## src/rtl/regfile_pkg.sv

```systemverilog
// Shared definitions for the parametrised register file: clear-sweep FSM
// states and default geometry.
package regfile_pkg;

    // Register width and address width of the classic 32x32 bank
    localparam int RF_DATA_WIDTH = 32;
    localparam int RF_ADDR_WIDTH = 5;

    // The array is either usable (IDLE) or being zeroed entry by entry (CLEAR)
    typedef enum logic [0:0] {
        RF_IDLE  = 1'b0,
        RF_CLEAR = 1'b1
    } rf_state_t;

endpackage

```

## src/rtl/regfile_clear_ctrl.sv

```systemverilog
// Clear-sweep controller for the register file. Owns the IDLE/CLEAR FSM,
// the sweep pointer and the registered busy flag. While sweeping it emits
// one zero-write per cycle (enable + address) for the array write mux.
module regfile_clear_ctrl
    import regfile_pkg::*;
#(
    parameter int ADDR_WIDTH = RF_ADDR_WIDTH
) (
    input  logic                  clk,
    input  logic                  reset_n,
    input  logic                  clear_req,
    output logic                  clr_we,
    output logic [ADDR_WIDTH-1:0] clr_addr,
    output logic                  busy
);

    rf_state_t             state;
    rf_state_t             state_next;
    logic [ADDR_WIDTH-1:0] clr_ptr;
    logic                  last_entry;

    assign last_entry = (clr_ptr == {ADDR_WIDTH{1'b1}});
    assign clr_we     = (state == RF_CLEAR);
    assign clr_addr   = clr_ptr;

    // Next state: a request starts a sweep, the last entry ends it;
    // further requests during a sweep are ignored
    always_comb begin
        state_next = state;
        case (state)
            RF_IDLE: begin
                if (clear_req) begin
                    state_next = RF_CLEAR;
                end
            end
            RF_CLEAR: begin
                if (last_entry) begin
                    state_next = RF_IDLE;
                end
            end
            default: begin
                state_next = RF_CLEAR;
            end
        endcase
    end

    // State, sweep pointer and busy; reset always (re)starts a full sweep from entry 0
    always_ff @(posedge clk or negedge reset_n) begin
        if (!reset_n) begin
            state   <= RF_CLEAR;
            clr_ptr <= '0;
            busy    <= 1'b1;
        end else begin
            state <= state_next;
            busy  <= (state_next == RF_CLEAR);
            if (state == RF_CLEAR) begin
                clr_ptr <= clr_ptr + 1'b1;
            end else begin
                clr_ptr <= '0;
            end
        end
    end

endmodule

```

## src/rtl/regfile_param.sv

```systemverilog
// Parametrised register file: one write port, two registered read ports,
// optional hardwired-zero entry 0 and a hardware clear sweep after reset or
// on request. Array contents have no reset; the sweep zeroes them.
// Optional feature: define REGFILE_BYPASS_EN for write-first forwarding of a
// same-cycle write to the read ports; otherwise reads are read-first.
module regfile_param
    import regfile_pkg::*;
#(
    parameter int DATA_WIDTH = RF_DATA_WIDTH,
    parameter int ADDR_WIDTH = RF_ADDR_WIDTH,
    parameter int ZERO_REG   = 1
) (
    input  logic                  clk,
    input  logic                  reset_n,
    input  logic [ADDR_WIDTH-1:0] rd_addr1,
    input  logic [ADDR_WIDTH-1:0] rd_addr2,
    output logic [DATA_WIDTH-1:0] rd_data1,
    output logic [DATA_WIDTH-1:0] rd_data2,
    input  logic                  wr_en,
    input  logic [ADDR_WIDTH-1:0] wr_addr,
    input  logic [DATA_WIDTH-1:0] wr_data,
    input  logic                  clear_req,
    output logic                  busy
);

    localparam int DEPTH = 1 << ADDR_WIDTH;

    logic [DATA_WIDTH-1:0] mem [DEPTH];

    logic                  clr_we;
    logic [ADDR_WIDTH-1:0] clr_addr;
    logic                  wr_accept;
    logic                  mem_we;
    logic [ADDR_WIDTH-1:0] mem_waddr;
    logic [DATA_WIDTH-1:0] mem_wdata;
    logic [DATA_WIDTH-1:0] rd_next1;
    logic [DATA_WIDTH-1:0] rd_next2;

    regfile_clear_ctrl #(
        .ADDR_WIDTH (ADDR_WIDTH)
    ) u_clear_ctrl (
        .clk       (clk),
        .reset_n   (reset_n),
        .clear_req (clear_req),
        .clr_we    (clr_we),
        .clr_addr  (clr_addr),
        .busy      (busy)
    );

    // A user write lands only when no sweep runs and it does not target the zero entry
    always_comb begin
        wr_accept = wr_en && !busy;
        if ((ZERO_REG != 0) && (wr_addr == '0)) begin
            wr_accept = 1'b0;
        end
    end

    // Write-port mux: the clear sweep owns the port while it runs
    always_comb begin
        mem_we    = wr_accept;
        mem_waddr = wr_addr;
        mem_wdata = wr_data;
        if (clr_we) begin
            mem_we    = 1'b1;
            mem_waddr = clr_addr;
            mem_wdata = '0;
        end
    end

    // Array storage, intentionally without reset
    always_ff @(posedge clk) begin
        if (mem_we) begin
            mem[mem_waddr] <= mem_wdata;
        end
    end

    // Read-port 1 next value: array, optional forwarding, then zero/busy overrides
    always_comb begin
        rd_next1 = mem[rd_addr1];
`ifdef REGFILE_BYPASS_EN
        if (wr_accept && (wr_addr == rd_addr1)) begin
            rd_next1 = wr_data;
        end
`endif
        if (busy || ((ZERO_REG != 0) && (rd_addr1 == '0))) begin
            rd_next1 = '0;
        end
    end

    // Read-port 2 next value: same rules as port 1
    always_comb begin
        rd_next2 = mem[rd_addr2];
`ifdef REGFILE_BYPASS_EN
        if (wr_accept && (wr_addr == rd_addr2)) begin
            rd_next2 = wr_data;
        end
`endif
        if (busy || ((ZERO_REG != 0) && (rd_addr2 == '0))) begin
            rd_next2 = '0;
        end
    end

    // Registered read data, forced to zero while reset is held
    always_ff @(posedge clk or negedge reset_n) begin
        if (!reset_n) begin
            rd_data1 <= '0;
            rd_data2 <= '0;
        end else begin
            rd_data1 <= rd_next1;
            rd_data2 <= rd_next2;
        end
    end

endmodule

```

## config.mk

```make
export PLATFORM = sky130hd
export DESIGN_NAME = regfile_param
export DESIGN_NICKNAME = d
export VERILOG_FILES = /design/src/rtl/regfile_pkg.sv /design/src/rtl/regfile_clear_ctrl.sv /design/src/rtl/regfile_param.sv
export SDC_FILE = /design/constraint.sdc
export NUM_CORES = 1
export LEC_CHECK = 0
export CAP_MARGIN = 20
export CORE_UTILIZATION = 55
export DETAILED_ROUTE_END_ITERATION = 12
export PLACE_DENSITY = 0.72
export SLEW_MARGIN = 40
export SYNTH_ARGS = -nofsm -noshare
export SYNTH_HDL_FRONTEND = slang
export SYNTH_SLANG_ARGS = --single-unit
```

## constraint.sdc

```tcl
create_clock -name clk -period 4.25 [get_ports clk]
set_clock_uncertainty 0.1 [all_clocks]
set_input_delay 1.0625 -clock clk [delete_from_list [all_inputs] [get_ports clk]]
set_output_delay 1.0625 -clock clk [all_outputs]
set_load 0.02 [all_outputs]
```

-- Yosys cells after proc, flatten, opt, wreduce, memory -nomap -nowiden
Memories as Yosys holds them, arrays and structs flattened.
Cells that the tools add are included.
- bits in registers: 70
- bits in latches: 0
- memory bits (writable): 1024
- ROM bits: 0
- output and inout port bits: 65
- logic and storage cells: 27
- memories: 1
- memories (name ; depth ; bits a word ; read ports ; clocked after Yosys merged registers in ; write ports ; RTL line ; source):
    mem ; 32 ; 32 ; 2 ; 0 ; 1 ; regfile_param.sv:28 ; logic [DATA_WIDTH-1:0] mem [DEPTH];
- add/sub/neg operators: 1
- multiply operators: 0
- divide/modulo/power cells: 0
- magnitude comparators: 0
- equality and inequality tests: 1
- shift operators: 0
- multiplexer cells: 12
- bitwise gates (word level): 1
- reductions and logical operators: 7
- operators by type and width (kind ; number):
    32-bit 2-to-1 mux ; 3
    5-bit zero test ; 3
    5-bit 2-to-1 mux ; 2
    1-bit 2-to-1 mux ; 6
    5-bit by 1-bit adder with 5-bit output, second input constant ; 1
    5-bit == test, second input constant ; 1
    1-bit logical OR ; 2
    1-bit case mux with 2 select lines ; 1
    1-bit logical AND ; 1
    1-bit zero test ; 1
    1-bit NOT ; 1

-- Depth between registers and ports, before layout
- word-level depth: 6
- gate-level depth with buffers: 9
- depth with buffers taken out: 4

-- Cells and area by module
A second synthesis with hierarchy kept.
- cell total of the unflattened synthesis: 2408
- area total of the unflattened synthesis: 49294.8 um^2
- modules (own cells, without submodules) (module ; instances ; cells each ; area an instance (um^2) ; seq. area each (um^2)):
    regfile_param ; 1 ; 2387 ; 49030.8 ; 32351.0
    regfile_clear_ctrl ; 1 ; 21 ; 264.0 ; 151.4

-- Worst setup path after synthesis
Ideal clock, no wire load.
- path type: input-to-reg
- from: input port wr_addr[1]
- to: memory mem[1][0] (netlist name), enable pin
- library setup time: 0.421 ns
- arrival: 3.048 ns
- required time: 3.729 ns
- path slack: 0.681 ns
- stages: 4
- cell sequence: mux2_2 > a21oi_1 > nand2_1 > nor2_1
- longest elaborated chain between the ends: 5
- RTL lines (what ; RTL line ; source):
    from (decl) ; regfile_param.sv:20 ; input logic [ADDR_WIDTH-1:0] wr_addr,
    5-bit zero test ; regfile_param.sv:53 ; if ((ZERO_REG != 0) && (wr_addr == '0)) begin
    1-bit 2-to-1 mux ; regfile_param.sv:53 ;
    1-bit 2-to-1 mux ; regfile_param.sv:63 ; if (clr_we) begin
    1-bit 2-to-1 mux ; regfile_param.sv:72 ; if (mem_we) begin
    1-bit 2-to-1 mux (not written as such) ; regfile_param.sv:73 ; mem[mem_waddr] <= mem_wdata;
    to (decl) ; regfile_param.sv:28 ;
Several ways; a longest one is shown, not always the timed one.

-- Final worst setup path
- from: register u_clear_ctrl.busy
- to: output port busy
- RTL lines (what ; RTL line ; source):
    from (decl) ; regfile_clear_ctrl.sv:14 ; output logic busy
    from (signal assigned) ; regfile_clear_ctrl.sv:55 ; busy <= (state_next == RF_CLEAR);
    to (decl) ; regfile_param.sv:23 ; output logic busy
No word-level cell between the ends.

==> impl_results.md <==
- Status: finished clean
- Area of the multi-input gates: roughly 17000 um2
- Ant. Diodes: 0
- Row count: between 100 and 150
- Mapped Area: between 40000 and 50000 um2
- Wire length per cell: about 37 um
- Remaining DRCs: 0
- Cells after Synth: 2953
- Crit end category: output pin
- Final hold vios: 0
- EDFF count, synth: between 1000 and 1500
- Max-Cap Viols: 0
- Total via count in the routed design: ~32000
- Setup TNS: 0 ns
- Hold_buf cts: 0
- CP max stage delay: 0.77 ns
- Routed wl met3: 25.0 mm
- Routed met1 length: between 50 and 60 mm
- Crit path buffers/inverters: 2
- Die Wd: about 300 um
- Core Region: 89900 um2
- Arrival time worst endpoint: ~2.5 ns
- First drt pass iteration count: 6
- Sequential fraction of the synthesis area: 0.652
- Clock-pin slew on the worst setup and hold paths: around 0.06 ns
- Post-layout nets: between 3000 and 4000
- Worst Setup Start Kind: flip-flop
- Commonest cells after routing, fill and taps aside: 1024 x edfxtp_1, 262 x mux2i_1, 252 x mux4_2
- #FFs+latches synth: between 1000 and 1500
- PostCTS Resize Cnt: 0
- Critical-path top delay cell: dfstp_4
- Layout cells sized above 1: 0.275
- Number of global-route vias before repair: ~31000
- Initial antenna violation count: 6
- Crit-path cells: buf_4, clkdlybuf4s50_1
- Final wirelength: roughly 160 mm
- Pwr dens: between 500 and 600 nW/um2
- Routed Antenna Nets: 0
- DR WL met2: between 70 and 80 mm
- # IOs: between 100 and 150
- Max-slew headroom: 0.436
- Clock sink total: between 1000 and 1500
- RSZ-0062 raised after global routing: no
- Final Max Slew Viols: 0
- Setup violators final: 0
- Net count after synthesis: around 3000
- Period utilization: 0.853
- Tot GR Track Use: 0.356
- Initial Utilization: 0.555
- CTS tree: done
- Most common cell after layout, fill and taps aside: edfxtp_1
- Post-route minimum period: around 3.6 ns
- Critical Path Source: u_clear_ctrl.busy$_DFF_PN1_
- I/O Buffers: 115
- Vias/cell: 7.28
- Fraction of registers with async set/reset: 0.0640
- Clk_lat worst skew: 0.71 ns
- Setup bufs post-CTS: 0
- Worst hold path class: primary input to asynchronous set/reset pin
- Dpl hpwl: ~100 mm
- First-pass GRT wire length: approximately 230 mm
- VDD IR max: between 400 and 500 uV
- Register area: around 33000 um2
- Kind of critical path: flip-flop to output pin
- Synth-to-layout area growth: 15.4%
- Top Layer Used: met5
- FILL cells: around 6100
- Worst r2r src: u_clear_ctrl.busy$_DFF_PN1_
- Max Root-Sink Buffers: 3
- Die Ht: roughly 300 um
- WP data required: approximately 3.1 ns
- CP top delay family: buffers and inverters
- Largest net degree at the start of global routing: 102
- Final Power: 29000 uW
- Grt ovf: 0
- Inserted Clock Buffers: around 110
- Primary FF master, synth: edfxtp_1
- Die area: 91900 um2
- Worst Tran Pin Value: ~0.85 ns
- Largest fanout on the critical path: 21
- Synth warn: 0
- Root Buffer: clkbuf_16
- H-tree Lvls: 3
- Fmax: between 200 and 300 MHz
- Average size of a mapped cell: around 17 um2
- Routability congestion estimate: roughly 0.94
- Synth unique cells: 47
- Static leakage: around 0.019 uW
- Iteration-0 DRC Markers: 5337
## routing by layer
layer	vias to the layer above	global-route usage
met5	-	0
met4	4	0.126
met3	474	0.114
met2	2697	0.519
met1	16300	0.509
li1	12600	-
## cell usage after synthesis (5+ instances only)
master    count  area share
edfxtp_1   1024        0.62
mux2i_1     262       0.053
mux4_2      252        0.11
mux2_2      197       0.044
a22oi_1     161       0.024
nor2b_1     102       0.013
clkbuf_1     97      0.0073
nand3_1      96      0.0096
buf_2        95      0.0095
nand2_1      80      0.0060
dfrtp_1      69       0.035
o22ai_1      66      0.0083
o21ai_0      65      0.0065
a211oi_1     64      0.0096
nand4_1      64      0.0080
nor2_1       39      0.0029
a22o_1       32      0.0056
o31a_1       32      0.0056
a31oi_1      31      0.0039
or3_1        31      0.0039
buf_4        25      0.0038
buf_1        12     0.00090
and2_1       10      0.0013
nor3_1        6     0.00060
nand2b_1      5     0.00063
## cell type report
cell class / count / share of cell area
Clock buffer: 147 / 0.0524
Clock inverter: 63 / 0.0101
Inverter: 4 / 0.000261
Multi-Input combinational cell: 1623 / 0.290
Sequential cell: 1094 / 0.565
Tap cell: 1176 / 0.0256
Timing Repair Buffer: 294 / 0.0564
## report_power, final
part           total [uW]  switching [uW]  leakage [uW]  internal, uW
sequential          14100             597        0.0105         13500
clock                9720            4190       0.00175          5530
combinational        5160            3340       0.00710          1820
## per-stage QoR
stage                     hold slack (ns)  setup slack [ns]  cell area, um2   util  instances
final                               0.134             0.623           57500  0.640       4401
after global routing                0.145             0.575           57500  0.640       4401
after CTS                           0.320             0.576           57400  0.639       4396
after detailed placement            0.410             0.588           53800  0.599       4186
after global placement              0.402             0.235           53800  0.598       4183
after floorplan                     0.366             0.681           49900      -       2953
## flip-flops by register name, summed over array words and instances, names as in the netlist
name	cells
rd_data1	32
rd_data2	32
u_clear_ctrl.clr_addr	5
u_clear_ctrl.busy	1
mem	1024
## worst paths after layout
path / to / cells past startpoint / slack (ns)
max: busy / 2 / 0.62
min: rd_data2[22]$_DFF_PN0_ / 1 / 0.13
max reg2reg: rd_data1[9]$_DFF_PN0_ / 6 / 1.08
min reg2reg: u_clear_ctrl.clr_addr[0]$_DFF_PN0_ / 1 / 0.41
max in group asynchronous: rd_data2[19]$_DFF_PN0_ / 3 / 2.97
min in group clk: u_clear_ctrl.clr_addr[0]$_DFF_PN0_ / 1 / 0.41
## cell families (layout without fill, tap and decap cells)
| group | after synthesis | count (layout) | synth area share |
|---|---|---|---|
| DFF | 1094 | 1094 | 0.652 |
| and+or+nand+nor | 449 | 449 | 0.0489 |
| adders and majority gates | 2 | 2 | 0.000502 |
| xor gates and xnor gates | 2 | 2 | 0.000351 |
| buffers and inverters | 236 | 508 | 0.0225 |
| AOI/OAI and AO/OA | 458 | 458 | 0.0649 |
| muxes | 712 | 712 | 0.211 |
Power figures use the tool's default switching activity.
==> variant, RTL diff (same settings) <==
Put one more register stage on the output `rd_data1`, with the module's reset. The value now appears one clock later. The other outputs are not delayed to match.
--- a/src/rtl/regfile_param.sv
+++ b/src/rtl/regfile_param.sv
@@ -25,4 +25,6 @@
 
     localparam int DEPTH = 1 << ADDR_WIDTH;
+
+    logic [DATA_WIDTH-1:0] rd_data1_s0;
 
     logic [DATA_WIDTH-1:0] mem [DEPTH];
@@ -104,9 +106,17 @@
     always_ff @(posedge clk or negedge reset_n) begin
         if (!reset_n) begin
-            rd_data1 <= '0;
+            rd_data1_s0 <= '0;
             rd_data2 <= '0;
         end else begin
-            rd_data1 <= rd_next1;
+            rd_data1_s0 <= rd_next1;
             rd_data2 <= rd_next2;
+        end
+    end
+
+    always_ff @(posedge clk or negedge reset_n) begin
+        if (!reset_n) begin
+            rd_data1 <= '0;
+        end else begin
+            rd_data1 <= rd_data1_s0;
         end
     end
Function: same outputs for any inputs over 4 cycles, from zero or initial values and one cycle with reset_n low; that may be too few to reach the edited logic, so the function may still have changed.
==> variant against the original RTL <==
Worst hold slack gained 110 ps; routed wire length shrank 5.2%; worst setup slack better by 170 ps; design area is 0.83% higher; utilization about the same; register-to-register slack worse by 20 ps; sequential cell count grew 32; total power rose by 1.4%; area after synthesis rose by 1.6%; combinational power decreased by 6.0%; largest cell class unchanged; largest power group unchanged.
==> variant: results (changes against the original RTL) <==
DR pass1 iterations=8 (+2); Worst path max stage delay=900 ps (+130 ps); CTS buffer count=114 (+1.8%); status=finished clean; drt via density=7.14 (-1.9%); dpl cells=4,194 (+0.19%); Initial DRC Count=4,185 (-22%); Crit Path Max Fanout=28 (+33%); async set or reset register ratio after synthesis=9.06% (+2.7 points); fraction of area in multi-input gates=28.4% (-0.60 points); Arr. time, crit path=2300 ps (-160 ps); Worst VDD drop=0.000356 V (-22%); family with the most delay on the worst path=flip-flops; Buffers excl. clock=309 (+5.1%); syn_nets=2,998 (-0.27%); synthesized flop and latch total=1,126 (+2.9%); fill count=6,157 (+1.1%); HPWL Detailed=96.6 mm (-3.1%); wire per inst=34.8 um (-5.5%); final WL=154 mm (-5.2%); layout net count=3,189 (+0.22%); comb_multi_in=1,581 (-2.6%); first-pass GRT wire length=220 mm (-4.1%); Ant. Diodes=3 (+3); worst hold path type=reg -> reg
-- variant: cell count changes in the layout (fill, tap and decap cells not counted), sizes merged, moves of 22 or more --
cell / change
mux2i: +260
mux2: -196
a22oi: +97
o22ai: -66
nand3: +65
o21ai: -65
a211oi: -64
nor2b: -61
a21oi: +55
dfrtp: +32
nand2: -31
o31a: -31
or3: -31
and3: +22
-- variant: worst paths after layout --
path | start | endpoint | slack (ps) | cells after the start
hold / removal | rd_data1_s0[29]$_DFF_PN0_ | rd_data1[29]$_DFF_PN0_ | 250 | 0
min in group asynchronous | reset_n | rd_data1_s0[30]$_DFF_PN0_ | 320 | 1
max in group asynchronous | reset_n | rd_data1_s0[5]$_DFF_PN0_ | 2810 | 2
setup / recovery | u_clear_ctrl.busy$_DFF_PN1_ | busy | 790 | 1
setup reg to reg | u_clear_ctrl.busy$_DFF_PN1_ | mem[25][13]$_DFFE_PP_ | 1060 | 5
hold reg to reg | rd_data1_s0[29]$_DFF_PN0_ | rd_data1[29]$_DFF_PN0_ | 250 | 0
-- variant: routing by layer --
metal | vias to the layer above | track usage, % | wire (um)
met5 | - | 0 | 11
met4 | 2 | 13.9 | 7140
met3 | 457 | 8.25 | 19300
met2 | 2295 | 51.9 | 72400
met1 | 16200 | 44.3 | 54900
li1 | 12600 | - | -
-- variant: kinds of logic after synthesis --
logic type	share of synthesized area, %
AND/OR/NAND/NOR	4.23
flip-flops	65.7
AO/OA/AOI/OAI	5.75
XOR/XNOR	0.0346
adder cells (fa/ha/maj)	0.0494
buffers and inverters	2.64
multiplexers	21.6
-- variant: where the power goes --
group,total [uW],leakage [uW],switching (uW),internal [uW]
registers,14500,0.0109,642,13900
logic,4850,0.00793,3170,1670
clock network,10000,0.00183,4270,5780
